--- config.mk ---
export PLATFORM = sky130hd
export DESIGN_NAME = softreg_cfg
export DESIGN_NICKNAME = d
export VERILOG_FILES = /design/src/rtl/softreg_cfg_pkg.sv /design/src/rtl/softreg_cfg.sv
export SDC_FILE = /design/constraint.sdc
export NUM_CORES = 1
export LEC_CHECK = 0
export BUFFER_PORTS_ARGS = -buffer_cell sky130_fd_sc_hd__buf_2
export CORE_AREA = 2 2 240 242
export DETAILED_ROUTE_END_ITERATION = 6
export DIE_AREA = 0 0 242 244
export GPL_TIMING_DRIVEN = 0
export MAX_ROUTING_LAYER = met4
export PLACE_DENSITY = 0.69
export SKIP_LAST_GASP = 1
export SLEW_MARGIN = 20
export SYNTH_ARGS = -nofsm -noshare
export SYNTH_HDL_FRONTEND = slang
export SYNTH_SLANG_ARGS = --single-unit
--- constraint.sdc ---
create_clock -name clk -period 2.35 [get_ports clk]
set_clock_uncertainty 0.05 [all_clocks]
set_input_delay 0.235 -clock clk [delete_from_list [all_inputs] [get_ports clk]]
set_output_delay 0.235 -clock clk [all_outputs]
set_load 0.01 [all_outputs]
--- src/rtl/softreg_cfg_pkg.sv ---
// softreg_cfg_pkg
// Shared definitions for the PageRank softreg responder: the run-control
// state enum, softreg register addresses, STATUS bit positions and a helper
// that assembles the STATUS read word.
package softreg_cfg_pkg;

  typedef enum logic [1:0] {
    ST_IDLE = 2'd0,
    ST_RUN  = 2'd1,
    ST_DONE = 2'd2
  } state_e;

  // Softreg register map (byte-free word addresses as seen on softreg_req_addr)
  localparam logic [31:0] ADDR_N_VERT           = 32'h0000_0000;
  localparam logic [31:0] ADDR_N_INEDGES        = 32'h0000_0001;
  localparam logic [31:0] ADDR_VADDR            = 32'h0000_0002;
  localparam logic [31:0] ADDR_IEADDR           = 32'h0000_0003;
  localparam logic [31:0] ADDR_WRITE_ADDR0      = 32'h0000_0004;
  localparam logic [31:0] ADDR_WRITE_ADDR1      = 32'h0000_0005;
  localparam logic [31:0] ADDR_DONE_READ_PARAMS = 32'h0000_0006;
  localparam logic [31:0] ADDR_DONE_ALL         = 32'h0000_0007;
  localparam logic [31:0] ADDR_STATUS           = 32'h0000_0008;

  localparam int STATUS_BUSY_BIT     = 0;
  localparam int STATUS_DONE_BIT     = 1;
  localparam int STATUS_OVERFLOW_BIT = 2;

  function automatic logic [63:0] status_word(input logic busy,
                                              input logic done,
                                              input logic overflow);
    logic [63:0] w;
    w = '0;
    w[STATUS_BUSY_BIT]     = busy;
    w[STATUS_DONE_BIT]     = done;
    w[STATUS_OVERFLOW_BIT] = overflow;
    return w;
  endfunction

endpackage

--- src/rtl/softreg_cfg.sv ---
// softreg_cfg
// Softreg responder for the PageRank core. Decodes host softreg requests,
// holds the run parameters, pulses core_start when the host signals that the
// parameters are ready, latches the core's final sum, and answers host reads.
// A DONE_ALL read issued before the core finishes is parked until completion
// so the host can block on a single read.
//
// Ports:
//   clk, rst                      clock, synchronous active-high reset
//   softreg_req_valid/isWrite/    host request (one cycle, no backpressure)
//     addr/data
//   softreg_resp_valid/data       registered one-cycle read response
//   n_vert .. write_addr1         parameter registers (64 bit each)
//   core_start                    one-cycle start pulse to the core
//   core_busy                     high while the core runs
//   core_done, core_result        completion pulse and final sum from core
//
// state | meaning
// ------+----------------------------------------------------------------
// IDLE  | after reset; parameters writable, waiting for DONE_READ_PARAMS
// RUN   | core running; parameters frozen, core_busy high
// DONE  | core finished; result held, parameters writable, restart allowed
module softreg_cfg
  import softreg_cfg_pkg::*;
(
  input  logic        clk,
  input  logic        rst,

  input  logic        softreg_req_valid,
  input  logic        softreg_req_isWrite,
  input  logic [31:0] softreg_req_addr,
  input  logic [63:0] softreg_req_data,

  output logic        softreg_resp_valid,
  output logic [63:0] softreg_resp_data,

  output logic [63:0] n_vert,
  output logic [63:0] n_inedges,
  output logic [63:0] vaddr,
  output logic [63:0] ieaddr,
  output logic [63:0] write_addr0,
  output logic [63:0] write_addr1,

  output logic        core_start,
  output logic        core_busy,
  input  logic        core_done,
  input  logic [63:0] core_result
);

  state_e      state_q, state_d;

  logic [63:0] n_vert_q,      n_vert_d;
  logic [63:0] n_inedges_q,   n_inedges_d;
  logic [63:0] vaddr_q,       vaddr_d;
  logic [63:0] ieaddr_q,      ieaddr_d;
  logic [63:0] write_addr0_q, write_addr0_d;
  logic [63:0] write_addr1_q, write_addr1_d;

  logic [63:0] result_q,      result_d;
  logic        pending_q,     pending_d;
  logic        overflow_q,    overflow_d;
  logic        core_start_q,  core_start_d;
  logic        resp_valid_q,  resp_valid_d;
  logic [63:0] resp_data_q,   resp_data_d;

  logic        rd_req;
  logic        wr_req;
  logic        params_open;
  logic        done_in_run;
  logic        busy;
  logic        done;

  assign rd_req      = softreg_req_valid & ~softreg_req_isWrite;
  assign wr_req      = softreg_req_valid &  softreg_req_isWrite;
  assign busy        = (state_q == ST_RUN);
  assign done        = (state_q == ST_DONE);
  assign params_open = ~busy;
  // core_done is only meaningful while the core is actually running
  assign done_in_run = core_done & busy;

  always_comb begin
    state_d       = state_q;
    n_vert_d      = n_vert_q;
    n_inedges_d   = n_inedges_q;
    vaddr_d       = vaddr_q;
    ieaddr_d      = ieaddr_q;
    write_addr0_d = write_addr0_q;
    write_addr1_d = write_addr1_q;
    result_d      = result_q;
    pending_d     = pending_q;
    overflow_d    = overflow_q;
    core_start_d  = 1'b0;
    resp_valid_d  = 1'b0;
    resp_data_d   = '0;

    // Host reads. While a DONE_ALL read is parked every other read is
    // dropped, which keeps the response port collision-free.
    if (rd_req) begin
      if (pending_q) begin
        overflow_d = 1'b1;
      end else begin
        resp_valid_d = 1'b1;
        case (softreg_req_addr)
          ADDR_N_VERT:      resp_data_d = n_vert_q;
          ADDR_N_INEDGES:   resp_data_d = n_inedges_q;
          ADDR_VADDR:       resp_data_d = vaddr_q;
          ADDR_IEADDR:      resp_data_d = ieaddr_q;
          ADDR_WRITE_ADDR0: resp_data_d = write_addr0_q;
          ADDR_WRITE_ADDR1: resp_data_d = write_addr1_q;
          ADDR_STATUS:      resp_data_d = status_word(busy, done, overflow_q);
          ADDR_DONE_ALL: begin
            if (done) begin
              resp_data_d = result_q;
            end else if (done_in_run) begin
              // Completion arrives in the same cycle: answer directly with
              // the live result instead of parking the read.
              resp_data_d = core_result;
            end else begin
              resp_valid_d = 1'b0;
              pending_d    = 1'b1;
            end
          end
          default:          resp_data_d = '0;
        endcase
      end
    end

    // Host writes; parameters are frozen for the duration of a run.
    if (wr_req && params_open) begin
      case (softreg_req_addr)
        ADDR_N_VERT:      n_vert_d      = softreg_req_data;
        ADDR_N_INEDGES:   n_inedges_d   = softreg_req_data;
        ADDR_VADDR:       vaddr_d       = softreg_req_data;
        ADDR_IEADDR:      ieaddr_d      = softreg_req_data;
        ADDR_WRITE_ADDR0: write_addr0_d = softreg_req_data;
        ADDR_WRITE_ADDR1: write_addr1_d = softreg_req_data;
        ADDR_DONE_READ_PARAMS: begin
          state_d      = ST_RUN;
          core_start_d = 1'b1;
        end
        default: ;
      endcase
    end

    // Completion. A parked read cannot coexist with a new response because
    // any read arriving while pending was dropped above.
    if (done_in_run) begin
      state_d  = ST_DONE;
      result_d = core_result;
      if (pending_q) begin
        pending_d    = 1'b0;
        resp_valid_d = 1'b1;
        resp_data_d  = core_result;
      end
    end
  end

  always_ff @(posedge clk) begin
    if (rst) begin
      state_q       <= ST_IDLE;
      n_vert_q      <= '0;
      n_inedges_q   <= '0;
      vaddr_q       <= '0;
      ieaddr_q      <= '0;
      write_addr0_q <= '0;
      write_addr1_q <= '0;
      result_q      <= '0;
      pending_q     <= 1'b0;
      overflow_q    <= 1'b0;
      core_start_q  <= 1'b0;
      resp_valid_q  <= 1'b0;
      resp_data_q   <= '0;
    end else begin
      state_q       <= state_d;
      n_vert_q      <= n_vert_d;
      n_inedges_q   <= n_inedges_d;
      vaddr_q       <= vaddr_d;
      ieaddr_q      <= ieaddr_d;
      write_addr0_q <= write_addr0_d;
      write_addr1_q <= write_addr1_d;
      result_q      <= result_d;
      pending_q     <= pending_d;
      overflow_q    <= overflow_d;
      core_start_q  <= core_start_d;
      resp_valid_q  <= resp_valid_d;
      resp_data_q   <= resp_data_d;
    end
  end

  assign softreg_resp_valid = resp_valid_q;
  assign softreg_resp_data  = resp_data_q;
  assign n_vert             = n_vert_q;
  assign n_inedges          = n_inedges_q;
  assign vaddr              = vaddr_q;
  assign ieaddr             = ieaddr_q;
  assign write_addr0        = write_addr0_q;
  assign write_addr1        = write_addr1_q;
  assign core_start         = core_start_q;
  assign core_busy          = busy;

endmodule
=== After elaboration in Yosys (flattened, before gate mapping) ===
Index checks and enable logic that the tools add are counted.

* Register bits after elaboration: 518
* Input port bits: 165
* Word-level logic and storage cells: 70

* Eq/ne operators: 10
* Mux-type cells: 25
* Bitwise logic cells: 6
* Reductions and logical operators: 15

{| class="wikitable"
|+ Operator list
! kind !! number
|-
| case mux 64 bit (8 select lines) || 1
|-
| 2-to-1 mux 64 bit || 6
|-
| equality test 32 x 3 -> 1 bit (second input constant) || 4
|-
| equality test 32 x 2 -> 1 bit (second input constant) || 2
|-
| equality test 32 x 1 -> 1 bit (second input constant) || 1
|-
| equality test 32 x 4 -> 1 bit (second input constant) || 1
|-
| logical NOT 32 bit || 1
|-
| AND reduction 2 bit || 9
|-
| 2-to-1 mux 1 bit || 15
|-
| 2-to-1 mux 2 bit || 3
|-
| nonzero test 2 bit || 2
|-
| OR reduction 2 bit || 2
|-
| bitwise AND 1 bit || 3
|-
| NOT 1 bit || 3
|-
| equality test 2 x 1 -> 1 bit (second input constant) || 1
|-
| equality test 2 bit (second input constant) || 1
|-
| logical AND 1 bit || 1
|}

=== Depth between registers and ports, before layout ===
* Word-level depth: 9
* Depth in mapped cells: 8
* Depth with buffers taken out: 5

=== Worst setup path before layout ===
No wires, ideal clock.

* Kind: input to register
* From: in softreg_req_addr[5]
* To: reg write_addr0_q[10] (netlist: write_addr0[10])
* Data arrival time: 1.985 ns
* Setup slack: 0.183 ns
* Stages: 7
* Path buffers: 2
* Path through: or4_1 > buf_2 > nor3_1 > nand4_1 > clkbuf_1 > nand2_1 > a21oi_1

* Longest elaborated chain between the ends: 2

{| class="wikitable"
|+ Ends and longest elaborated chain
! what !! RTL line !! RTL
|-
| start, declared || softreg_cfg.sv:31 || <nowiki>input logic [31:0] softreg_req_addr,</nowiki>
|-
| equality test 32 x 3 -> 1 bit || softreg_cfg.sv:130 || <nowiki>case (softreg_req_addr)</nowiki>
|-
| AND reduction 2 bit (no line) || - ||
|-
| end signal, assigned || softreg_cfg.sv:179 || <nowiki>write_addr0_q <= write_addr0_d;</nowiki>
|-
| end, declared || softreg_cfg.sv:56 || <nowiki>logic [63:0] write_addr0_q, write_addr0_d;</nowiki>
|}

Every way passes these cells.
A chain may end at the register's enable or synchronous reset.

=== Worst setup path in the final report ===
* From: in softreg_req_addr[1]
* To: reg resp_data_q[9] (netlist: softreg_resp_data[9])

* Longest elaborated chain between the ends: 6

{| class="wikitable"
|+ Ends and longest elaborated chain
! what !! RTL line !! RTL
|-
| equality test 32 x 3 -> 1 bit, or another cell as far along || softreg_cfg.sv:103 || <nowiki>case (softreg_req_addr)</nowiki>
|-
| case mux 64 bit (8 select lines) * || softreg_cfg.sv:103 ||
|-
| 2-to-1 mux 64 bit * || softreg_cfg.sv:99 || <nowiki>if (pending_q) begin</nowiki>
|-
| 2-to-1 mux 64 bit * || softreg_cfg.sv:98 || <nowiki>if (rd_req) begin</nowiki>
|-
| 2-to-1 mux 64 bit || softreg_cfg.sv:150 || <nowiki>if (pending_q) begin</nowiki>
|-
| 2-to-1 mux 64 bit * || softreg_cfg.sv:147 || <nowiki>if (done_in_run) begin</nowiki>
|-
| end signal, assigned || softreg_cfg.sv:186 || <nowiki>resp_data_q <= resp_data_d;</nowiki>
|-
| end, declared || softreg_cfg.sv:64 || <nowiki>logic [63:0] resp_data_q, resp_data_d;</nowiki>
|}

Mark *: on every way between the ends. The rest lies on a longest branch, timed or not.

==> run summary <==
The power density relative to cell area is 647 nW/um^2. In the final design database the tool counted 3674 nets. The flow ran to the end, but the final reports show violations. The setup slack after layout came out at -0.0140 ns. The number of max-cap violations is 0.

The worst stage delay on the critical path was 0.74 ns; the TritonCTS sink count was 518. Of all flip-flops after synthesis, the portion carrying an async set or reset was 0%. The final routed wire length divided by cell count came out at 27.9 um. The most used flip-flop cell after synthesis was sky130_fd_sc_hd__dfxtp_1. The total overflow left after global routing is 0.

Worst hold path startpoint: softreg_req_addr[3]. The warning count from the yosys run was 0; the number of global-route vias before repair was 23200. The number of enable flip-flop cells after synthesis was 0. For the number of ports placed on the die boundary, the log shows 616. The number of different library cells used by synthesis comes to 50. The longest clock path from root to sink contains 3 buffers. Of the synthesized area, sequential elements account for 49.1%.

The top cell types in the final layout, fill and taps aside, are 977 x sky130_fd_sc_hd__nand2_1, 667 x sky130_fd_sc_hd__buf_2, 518 x sky130_fd_sc_hd__dfxtp_1. The core region is 56200 sq um. STA classifies the critical path endpoint as a flip-flop. The tools report the final setup violation count as 1. Class of the most critical setup path: in2reg. The wire length of the first global-routing pass came out at 167000 um. The final reports fail on negative setup slack.

The count of buffers added on input and output ports is 613. Overall power consumption after layout is estimated at 18.6 mW. The later-pin clock latency in the skew report came out at 0.62 ns. Of the available clock period, the critical path in the final layout requires 101%. Cells fill 51.2% of the core in the end. Relative to the synthesized area, the layout overhead comes to 36.0%.

For this run, the top clock speed supported by timing is 423 MHz. The total length of routed wires was 120000 um; the first-pass iteration count of the detailed router was 6. For the pin with the worst max-slew slack, the measured transition is 1.21 ns.

The max-slew violation total from the final report came out at 0. The count of vias placed by the detailed router came out at 25200. Detail-routed via count per cell: 5.85.

Area of the die: 59000 sq um. The H-tree generated during clock tree synthesis spans 2 levels. The slowest stage cell on the critical path is sky130_fd_sc_hd__or4b_2. The tightest min-delay check is of the in2reg type. Global routing used 40.2% of the available tracks.

The die is 244 um tall. Setup repair after global routing could not meet its margin everywhere. The routability-driven placement congestion ratio is 0.969, and the number of inserted filler cells in the final layout is 5468.

The initial utilization of the core area, before any placement, comes to 37.6%. Leaving out fill and tap cells, the most frequent cell in the layout is sky130_fd_sc_hd__nand2_1. The cell area that synthesis handed to floorplanning was 21100 sq um. In this run the worst setup path begins at softreg_req_addr[1]. For this design the static power due to leakage is 11.5 nW. The average footprint of a synthesized cell is 7.87 sq um, and the number of cell rows is 87. TritonCTS built the clock tree. The critical path goes through buf_2, or4b_2, or2_1, clkbuf_1, clkbuf_2, o22ai_1, nor4bb_1, o21ai_0. The shortest clock period the worst path allows after layout was 2.36 ns; the DRC marker count from the first detailed-route iteration was 3493. After detailed routing, the number of remaining DRC violations is 0. The run gives 0.460 mV as the worst supply voltage drop on vdd.

Detailed placement finished with a half-perimeter wire length of 86000 um. The total nets after synthesis is 2852, and the residual antenna-violating net count after detailed routing is 0. The worst-path maximum fanout is 10.

The startpoint class of the critical path is an input port. Of the cells placed in the final design, the portion with a size suffix greater than 1 is 25.0%. The die is 242 um wide. Synthesis produced a netlist whose cell count is 2687. The number of antenna violations at the first check in global routing is 9, and the number of failing hold endpoints at the final stage is 0. The run gives 19.1% as the worst max-slew margin expressed relative to the limit. The worst flop-to-flop path startpoint is state_q[1]. The synthesis-stage register bit count is 518, and the pin count of the biggest net entering global routing is 18.

STA puts the critical path data required time at 2.76 ns. Counting the buffers created by CTS gives 56. The clock-pin transition on the worst setup and hold timing paths came out at 0.06 ns.

The clock tree root buffer cell is sky130_fd_sc_hd__clkbuf_16. The arrival time at the worst endpoint is 2.77 ns.
final timing paths:
kind,to,slack (ns),depth (start not counted)
max,softreg_resp_data[9],-0.01,8
min,core_start,0.11,3
max reg2reg,softreg_resp_data[55],0.01,7
min reg2reg,result_q[32],0.40,2
metrics by stage:
stage	instance area [sq um]	worst slack, ns	TNS, ns	hold WS (ns)	std cells
2_1_floorplan	21100	0.183	0	0.294	2687
3_3_place_gp	25200	-2.14	-733.65	0.392	4056
3_5_place_dp	25300	-1.48	-576.57	0.396	4066
4_1_cts	28600	-0.100	-3.81	0.0289	4304
5_1_grt	28800	-0.0729	-0.428	0.125	4312
6_report	28800	-0.0140	-0.0140	0.111	4313
registers in the layout, summed over array words and instances (netlist names):
register / count
ieaddr: 64
n_inedges: 64
n_vert: 64
result_q: 64
softreg_resp_data: 64
vaddr: 64
write_addr0: 64
write_addr1: 64
state_q: 2
core_start: 1
overflow_q: 1
pending_q: 1
softreg_resp_valid: 1
repair_timing:
action	in CTS	in global routing
hold buffers	130	0
endpoints found under the setup margin	509	436
hold endpoints to repair	514	0
gates resized for setup	84	63
pin swaps	8	0
setup buffers	16	0
layer usage:
layer	up-vias	global-route usage [%]	part of all wire [%]
met5	-	-	0
met4	0	22.8	6.7
met3	436	9.28	12
met2	2025	59.5	43
met1	11900	50.4	38
li1	10900	-	-
kinds of logic (layout without fill, tap and decap cells):
kind of cell    Yosys count  after routing  synth area share [%]
compound gates          756            756                  21.3
buf+inv                 222           1083                  4.23
flops                   518            518                  49.1
mux                      99             99                  4.71
other cells               0              9                     0
simple gates           1092           1092                  20.7
layout make-up:
class / instances / area [sq um] / area share (%)
Clock inverter: 10 / 108 / 0.374
Antenna cell: 9 / 22.5 / 0.0783
Tap cell: 756 / 946 / 3.29
Clock buffer: 87 / 1670 / 5.80
Sequential cell: 518 / 10400 / 36.1
Multi-Input combinational cell: 1947 / 9960 / 34.6
Buffer: 216 / 1050 / 3.67
Timing Repair Buffer: 770 / 4620 / 16.1
worst max-delay path, delay by kind of cell:
kind                   cells  cell delay (ns)
buffers and inverters      3             0.71
AND/OR/NAND/NOR            3             1.09
AO/OA/AOI/OAI              2             0.72
cell usage after synthesis (all sizes together), types with 11 or more instances:
library cell / instances / area [sq um]
clkbuf: 154 / 578
buf: 68 / 317
a22oi: 63 / 473
a31oi: 12 / 75.1
nor3: 15 / 85.1
mux2i: 95 / 951
a22o: 17 / 149
a21oi: 454 / 2270
o21ai: 36 / 180
dfxtp: 518 / 10400
nor2: 34 / 128
o2bb2ai: 43 / 377
o22ai: 45 / 282
a21o: 11 / 82.6
a211oi: 37 / 278
nand2: 977 / 3670
where the power goes:
group	total [mW]	switching, mW	internal, mW
Combinational	0.991	0.654	0.337
Sequential	8.78	0.000617	8.78
Clock	8.82	3.77	5.05
Total	18.6	4.43	14.2
(Power assumes the default switching activity.)
